`config.mk`:
```
export PLATFORM = sky130hd
export DESIGN_NAME = isr_feeder_flat
export DESIGN_NICKNAME = d
export VERILOG_FILES = /design/src/rtl/isr_feeder_if.sv /design/src/rtl/isr_feeder.sv /design/src/flat_wrapper.sv
export SDC_FILE = /design/constraint.sdc
export NUM_CORES = 1
export LEC_CHECK = 0
export ABC_CLOCK_PERIOD_IN_PS = 43900
export BUFFER_PORTS_ARGS = -buffer_cell sky130_fd_sc_hd__buf_2
export CAP_MARGIN = 20
export CORE_MARGIN = 5
export CORE_UTILIZATION = 61
export DETAILED_ROUTE_END_ITERATION = 8
export PLACE_DENSITY = 0.81
export SYNTH_ARGS = -nofsm -noshare
export SYNTH_HDL_FRONTEND = slang
export SYNTH_SLANG_ARGS = --single-unit
```
`constraint.sdc`:
```
create_clock -name clock -period 43.9 [get_ports clock]
set_input_delay 8.78 -clock clock [delete_from_list [all_inputs] [get_ports clock]]
set_output_delay 8.78 -clock clock [all_outputs]
set_load 0.02 [all_outputs]
```
`src/rtl/isr_feeder_if.sv`:
```
// isr_feeder_if: bundles the operand stream, the ISR core connection, the
// result stream and the status outputs of isr_feeder.
//
// Handshake rule for both streams (in_* and out_*): a word moves on a rising
// clock edge where valid and ready are both high. The source holds valid and
// its data stable until that edge. The sink may raise or lower ready at any
// time, and ready never depends combinationally on valid.
//
// Modports:
//   master - the feeder itself: drives in_ready, isr_start/isr_value, out_*,
//            count, busy and dbg_state.
//   slave  - the environment: drives in_valid/in_value, isr_result/isr_done,
//            out_ready.
// Signals:
//   in_valid/in_value/in_ready        operand stream (64-bit operands)
//   isr_start/isr_value               to ISR reset/value
//   isr_result/isr_done               from ISR result/done (done is a level)
//   out_valid/out_value/out_result    result stream; out_err checker flag
//   out_ready                         consumer accepts
//   count, busy                       FIFO occupancy and activity
//   dbg_state                         sequencer state (0 idle,1 load,2 wait,3 hold)
interface isr_feeder_if #(
    parameter int FIFO_DEPTH = 4
);
    localparam int CW = $clog2(FIFO_DEPTH + 1);

    logic          in_valid;
    logic [63:0]   in_value;
    logic          in_ready;
    logic          isr_start;
    logic [63:0]   isr_value;
    logic [31:0]   isr_result;
    logic          isr_done;
    logic          out_valid;
    logic [63:0]   out_value;
    logic [31:0]   out_result;
    logic          out_err;
    logic          out_ready;
    logic [CW-1:0] count;
    logic          busy;
    logic [1:0]    dbg_state;

    modport master (
        input  in_valid, in_value, isr_result, isr_done, out_ready,
        output in_ready, isr_start, isr_value, out_valid, out_value,
               out_result, out_err, count, busy, dbg_state
    );

    modport slave (
        output in_valid, in_value, isr_result, isr_done, out_ready,
        input  in_ready, isr_start, isr_value, out_valid, out_value,
               out_result, out_err, count, busy, dbg_state
    );
endinterface

```
`src/rtl/isr_feeder.sv`:
```
// isr_feeder: sequencer in front of the ISR integer-square-root core.
// Operands are buffered in a FIFO_DEPTH-entry circular FIFO. Each one is
// loaded into ISR (isr_start high), ISR is released to compute (isr_start
// low), the level `done` is awaited, and operand plus root are offered on the
// output stream.
//
// Ports: clock, reset (asynchronous, active-high) and `bus`, an
// isr_feeder_if.master carrying both streams, the ISR connection and status.
//
// Optional build macro: ISR_FEEDER_CHECK_EN - when defined, each captured root
// is checked (r*r <= v and ((r+1)^2 > v or r == all-ones)) and out_err is
// raised alongside out_result on failure. When undefined out_err is 0.
module isr_feeder #(
    parameter int FIFO_DEPTH = 4
) (
    input  logic         clock,
    input  logic         reset,
    isr_feeder_if.master bus
);
    localparam int AW = (FIFO_DEPTH > 1) ? $clog2(FIFO_DEPTH) : 1;
    localparam int CW = $clog2(FIFO_DEPTH + 1);

    typedef enum logic [1:0] {
        S_IDLE = 2'd0,
        S_LOAD = 2'd1,
        S_WAIT = 2'd2,
        S_HOLD = 2'd3
    } state_t;

    state_t        r_state;
    state_t        w_next;
    logic [63:0]   r_mem [FIFO_DEPTH];
    logic [AW-1:0] r_wr_ptr;
    logic [AW-1:0] r_rd_ptr;
    logic [CW-1:0] r_count;
    logic [63:0]   r_isr_value;
    logic [63:0]   r_out_value;
    logic [31:0]   r_out_result;
    logic          r_out_valid;
    logic          r_guard;
    logic          w_in_ready;
    logic          w_push;
    logic          w_pop;
    logic          w_capture;
    logic          w_out_fire;
    logic          w_isr_start;

    // in_ready comes from the registered count only, so a full FIFO never
    // accepts in the cycle it is popped.
    assign w_in_ready = (r_count < CW'(FIFO_DEPTH));
    assign w_push     = bus.in_valid && w_in_ready;
    assign w_pop      = (r_state == S_IDLE) && (r_count != '0);
    // r_guard is low during the first WAIT cycle, so a `done` left over from
    // the previous operand cannot be captured.
    assign w_capture  = (r_state == S_WAIT) && r_guard && bus.isr_done;
    assign w_out_fire = r_out_valid && bus.out_ready;

    // Operand FIFO
    always_ff @(posedge clock or posedge reset) begin
        if (reset) begin
            for (int i = 0; i < FIFO_DEPTH; i++) begin
                r_mem[i] <= '0;
            end
            r_wr_ptr <= '0;
            r_rd_ptr <= '0;
            r_count  <= '0;
        end else begin
            if (w_push) begin
                r_mem[r_wr_ptr] <= bus.in_value;
                r_wr_ptr        <= r_wr_ptr + AW'(1);
            end
            if (w_pop) begin
                r_rd_ptr <= r_rd_ptr + AW'(1);
            end
            case ({w_push, w_pop})
                2'b10:   r_count <= r_count + CW'(1);
                2'b01:   r_count <= r_count - CW'(1);
                default: r_count <= r_count;
            endcase
        end
    end

    // Sequencer state register
    always_ff @(posedge clock or posedge reset) begin
        if (reset) begin
            r_state <= S_IDLE;
        end else begin
            r_state <= w_next;
        end
    end

    // Sequencer next state and ISR control
    always_comb begin
        w_next      = r_state;
        w_isr_start = 1'b1;
        case (r_state)
            S_IDLE: begin
                if (r_count != '0) w_next = S_LOAD;
            end
            S_LOAD: begin
                w_next = S_WAIT;
            end
            S_WAIT: begin
                w_isr_start = 1'b0;
                if (w_capture) w_next = S_HOLD;
            end
            S_HOLD: begin
                if (w_out_fire) w_next = S_IDLE;
            end
            default: begin
                w_next = S_IDLE;
            end
        endcase
    end

    // Operand register, guard flag and result capture
    always_ff @(posedge clock or posedge reset) begin
        if (reset) begin
            r_isr_value  <= '0;
            r_guard      <= 1'b0;
            r_out_valid  <= 1'b0;
            r_out_value  <= '0;
            r_out_result <= '0;
        end else begin
            if (w_pop) begin
                r_isr_value <= r_mem[r_rd_ptr];
            end
            if (r_state == S_LOAD) begin
                r_guard <= 1'b0;
            end else if (r_state == S_WAIT) begin
                r_guard <= 1'b1;
            end
            if (w_capture) begin
                r_out_value  <= r_isr_value;
                r_out_result <= bus.isr_result;
                r_out_valid  <= 1'b1;
            end else if (w_out_fire) begin
                r_out_valid <= 1'b0;
            end
        end
    end

`ifdef ISR_FEEDER_CHECK_EN
    logic [63:0] w_sq;
    logic [64:0] w_rp1;
    logic [64:0] w_sq1;
    logic        w_err;
    logic        r_err;

    // (r+1)^2 reaches 2^64 for r = all-ones, hence the 65-bit path.
    always_comb begin
        w_sq  = {32'd0, bus.isr_result} * {32'd0, bus.isr_result};
        w_rp1 = {33'd0, bus.isr_result} + 65'd1;
        w_sq1 = w_rp1 * w_rp1;
        w_err = !((w_sq <= r_isr_value) &&
                  ((w_sq1 > {1'b0, r_isr_value}) || (bus.isr_result == 32'hFFFF_FFFF)));
    end

    always_ff @(posedge clock or posedge reset) begin
        if (reset) begin
            r_err <= 1'b0;
        end else if (w_capture) begin
            r_err <= w_err;
        end
    end

    assign bus.out_err = r_err;
`else
    assign bus.out_err = 1'b0;
`endif

    assign bus.in_ready   = w_in_ready;
    assign bus.isr_start  = w_isr_start;
    assign bus.isr_value  = r_isr_value;
    assign bus.out_valid  = r_out_valid;
    assign bus.out_value  = r_out_value;
    assign bus.out_result = r_out_result;
    assign bus.count      = r_count;
    assign bus.busy       = (r_state != S_IDLE) || (r_count != '0);
    assign bus.dbg_state  = r_state;
endmodule

```
`src/flat_wrapper.sv`:
```
// flat-port wrapper written by rule: the top's interface ports become plain ports
module isr_feeder_flat 
#(
    parameter int FIFO_DEPTH = 4
)
  (clock, reset, bus_in_valid, bus_in_value, bus_isr_result, bus_isr_done, bus_out_ready, bus_in_ready, bus_isr_start, bus_isr_value, bus_out_valid, bus_out_value, bus_out_result, bus_out_err, bus_count, bus_busy, bus_dbg_state);
  isr_feeder_if #(.FIFO_DEPTH(FIFO_DEPTH)) bus_i ();
  input  logic clock;
  input  logic reset;
  input wire logic [$bits(bus_i.in_valid)-1:0] bus_in_valid;
  input wire logic [$bits(bus_i.in_value)-1:0] bus_in_value;
  input wire logic [$bits(bus_i.isr_result)-1:0] bus_isr_result;
  input wire logic [$bits(bus_i.isr_done)-1:0] bus_isr_done;
  input wire logic [$bits(bus_i.out_ready)-1:0] bus_out_ready;
  output wire logic [$bits(bus_i.in_ready)-1:0] bus_in_ready;
  output wire logic [$bits(bus_i.isr_start)-1:0] bus_isr_start;
  output wire logic [$bits(bus_i.isr_value)-1:0] bus_isr_value;
  output wire logic [$bits(bus_i.out_valid)-1:0] bus_out_valid;
  output wire logic [$bits(bus_i.out_value)-1:0] bus_out_value;
  output wire logic [$bits(bus_i.out_result)-1:0] bus_out_result;
  output wire logic [$bits(bus_i.out_err)-1:0] bus_out_err;
  output wire logic [$bits(bus_i.count)-1:0] bus_count;
  output wire logic [$bits(bus_i.busy)-1:0] bus_busy;
  output wire logic [$bits(bus_i.dbg_state)-1:0] bus_dbg_state;
  assign bus_i.in_valid = bus_in_valid;
  assign bus_i.in_value = bus_in_value;
  assign bus_i.isr_result = bus_isr_result;
  assign bus_i.isr_done = bus_isr_done;
  assign bus_i.out_ready = bus_out_ready;
  assign bus_in_ready = bus_i.in_ready;
  assign bus_isr_start = bus_i.isr_start;
  assign bus_isr_value = bus_i.isr_value;
  assign bus_out_valid = bus_i.out_valid;
  assign bus_out_value = bus_i.out_value;
  assign bus_out_result = bus_i.out_result;
  assign bus_out_err = bus_i.out_err;
  assign bus_count = bus_i.count;
  assign bus_busy = bus_i.busy;
  assign bus_dbg_state = bus_i.dbg_state;
  isr_feeder #(.FIFO_DEPTH(FIFO_DEPTH)) u_core (.clock(clock), .reset(reset), .bus(bus_i));
endmodule
```
==> results.tsv <==
stage	metric	value	unit
critical_path	critical path class	input port to flop	
critical_path	crit path launch type	input port	
clocking	number of setup buffers added after CTS	0	
floorplan	die area	34200	µm²
critical_path	crit path launch	bus_in_valid	
critical_path	r2r startpoint	u_core.bus.dbg_state[0]	
placement	dpl hpwl	22900	µm
drt	Vias	10300	
clocking	Hold Buf Count CTS	0	
power_and_ir_drop	total power	0.00184	W
synth	Ys Warns	0	
clocking	clock tree root driver cell	clkbuf_16	
finish	Layout Nets	1521	
min_path	Tightest Hold Check Type	flop to flop	
critical_path	slowest cell on the critical path	nor2b_2	
min_path	Hold Crit Start	u_core.bus.isr_value[56]	
power_and_ir_drop	VDD IR-drop max	0.0000529	V
critical_path	Worst path max stage delay	0.76	ns
grt	GR Util All Layers	23.1	%
drt	Total Routed Length	39000	µm
grt	largest net degree at the start of global routing	199	
power_and_ir_drop	power per cell area	84.6	nW/µm²
critical_path	CP required	44.32	ns
timing	Setup Skew	0.0170	ns
clocking	deepest clock path buffer count	3	
timing	RSZ-0062 raised after global routing	false	
synth	mapped cell area	18700	µm²
timing	Final min period	10.43	ns
timing	setup tns final	0	ns
critical_path	Cell Chain, Critical Path	buf_2, nor2b_2, nand2_8, mux2_4	
synth	Mapped Nets	1261	
timing	Worst slew margin	26.3	%
synth	Cell variety after synth	28	
floorplan	Die H	185	µm
synth	Mapped Cells	1150	
drt	initial drt markers	659	
floorplan	chip width	185	µm
synth	Synth area leaders	dfrtp_1 (57%), mux2_4 (19%), mux4_2 (7.7%), mux2_2 (6.8%), nand2_1 (3.9%)	
grt	first-pass GRT wire length	63100	µm
power_and_ir_drop	Leak	11.2	nW
timing	Final period util	23.7	%
synth	Seq cells post-synth	427	
finish	most frequent cells in the layout	dfrtp_1 (425), buf_2 (269), mux2_4 (240)	
finish	Area Growth Syn to Fin	16.3	%
timing	fmax	95.9	MHz
drt	Pre-Repair DR Iteration Count	4	
drt	post-route ant nets	0	
clocking	clock slew at reported path FFs	0.06	ns
synth	area share of the largest cell type after synthesis	57.3	%
timing	final hold viol count	0	
floorplan	core area	30400	µm²
critical_path	Worst setup EP type	flop	
clocking	TritonCTS clock tree	built	
placement	port bufs	269	
grt	initial antenna violation count	7	
grt	vias in the first global route	11500	
finish	filler cell count	1972	
grt	grt total ovfl	0	
clocking	Clk Latency, worst-skew pair	0.54	ns
synth	Seq/Total Area, Yosys	57.3	%
floorplan	# rows	64	
clocking	post-CTS sizing	0	
critical_path	CP arrival	10.85	ns
synth	Main synth FF type	dfrtp_1	
finish	post-layout util	71.3	%
critical_path	Reg2Reg Setup Slack	41.32	ns
clocking	Num CTS Buffers	45	
floorplan	IO Pins	271	
clocking	H-tree depth	2	
floorplan	initial core utilization	61.3	%
timing	final setup violation count	0	
timing	Least-Margin Pin Slew	1.11	ns
placement	GP Congestion	0.743	
timing	Slew Limit Fails	0	
drt	wire per inst	21.1	µm
critical_path	CP max FO	64	
drt	drt drc	0	
flow_run	MaxCap Viol Count	0	
finish	layout cells sized above 1	53.9	%
critical_path	RR Endpoint	u_core.bus.out_result[20]	
synth	Post-Syn Area per Cell	16.2	µm²
synth	Yosys top cell by area	dfrtp_1	
drt	DR vias/cell	5.59	
synth	Post-synth EDFFs	0	
min_path	worst hold endpoint	u_core.bus.isr_value[56]	
min_path	Cells on Worst Hold Path	2	
critical_path	r2r worst-path depth	5	
clocking	Clock Sinks	427	
finish	most common cell after layout, fill and taps aside	dfrtp_1	
synth	Async SR Flop Fraction	100	%
outcome	status	finished, final reports clean	
-- worst max-delay path: cells and delay by family --
family	cells	cell delay, ns
mux	1	0.51
simple gates	2	1.35
buf+inv	1	0.09
-- kinds of logic after synthesis --
logic type	Yosys count	synth area share, %
flops	427	57.3
buf+inv	78	2.98
compound gates	6	0.262
fa+ha+maj	10	0.711
simple gates	203	4.49
other cells	1	0.0201
mux	419	34.0
xor+xnor	6	0.282
-- report_power, final --
group	switching [W]	total, W	internal [W]
combinational	0.000317	0.000718	0.000402
sequential	0.000138	0.000726	0.000588
clock	0.000153	0.000391	0.000238
-- sequential cells by signal (all words and copies together), names as in the netlist --
register,count
u_core.bus.count,3
u_core.bus.dbg_state,2
u_core.bus.isr_value,64
u_core.bus.out_result,32
u_core.bus.out_valid,1
u_core.bus.out_value,64
u_core.r_guard,1
u_core.r_mem,256
u_core.r_rd_ptr,2
u_core.r_wr_ptr,2
-- synth_stat cells, types with 5 or more instances --
library cell,number
mux4_2,64
mux2_2,113
nand2_1,195
mux2_4,240
buf_6,30
inv_1,13
ha_1,9
dfrtp_1,427
xnor2_1,5
buf_2,24
-- area by class of cell --
| cell class | count | area, µm² | share of cell area [%] |
|---|---|---|---|
| tap | 396 | 495 | 2.28 |
| antenna | 5 | 12.5 | 0.0577 |
| timing repair buffer | 277 | 1460 | 6.72 |
| sequential | 427 | 10700 | 49.3 |
| inverter | 14 | 60.1 | 0.277 |
| multi-input combinational | 645 | 7430 | 34.2 |
| clock buffer | 67 | 1360 | 6.27 |
| clock inverter | 16 | 189 | 0.871 |
-- metal layers --
metal	wire [µm]	GRT usage [%]	vias to the layer above
met5	32	0	-
met4	747	6.11	6
met3	1930	3.99	65
met2	19800	39.0	253
met1	16500	31.5	5450
li1	-	-	4559
-- worst max path at each step --
stage,endpoint,cells after the start
6_report,u_core.r_mem[164],4
3_5_place_dp,u_core.r_mem[219],4
5_1_grt,u_core.r_mem[124],4
2_1_floorplan,u_core.bus.count[0],1
3_3_place_gp,u_core.r_mem[215],4
4_1_cts,u_core.r_mem[124],4
-- metrics by stage --
step | area (µm²) | setup slack (ns) | hold WS [ns] | std cells
after floorplan | 18700 | 23.23 | 0.474 | 1150
after global placement | 20100 | 32.98 | 0.476 | 1757
after detailed placement | 20100 | 32.94 | 0.478 | 1757
after CTS | 21600 | 33.49 | 0.494 | 1840
after global routing | 21700 | 33.44 | 0.506 | 1846
final | 21700 | 33.47 | 0.486 | 1847
Note: power is estimated with default switching activity, not from simulation.
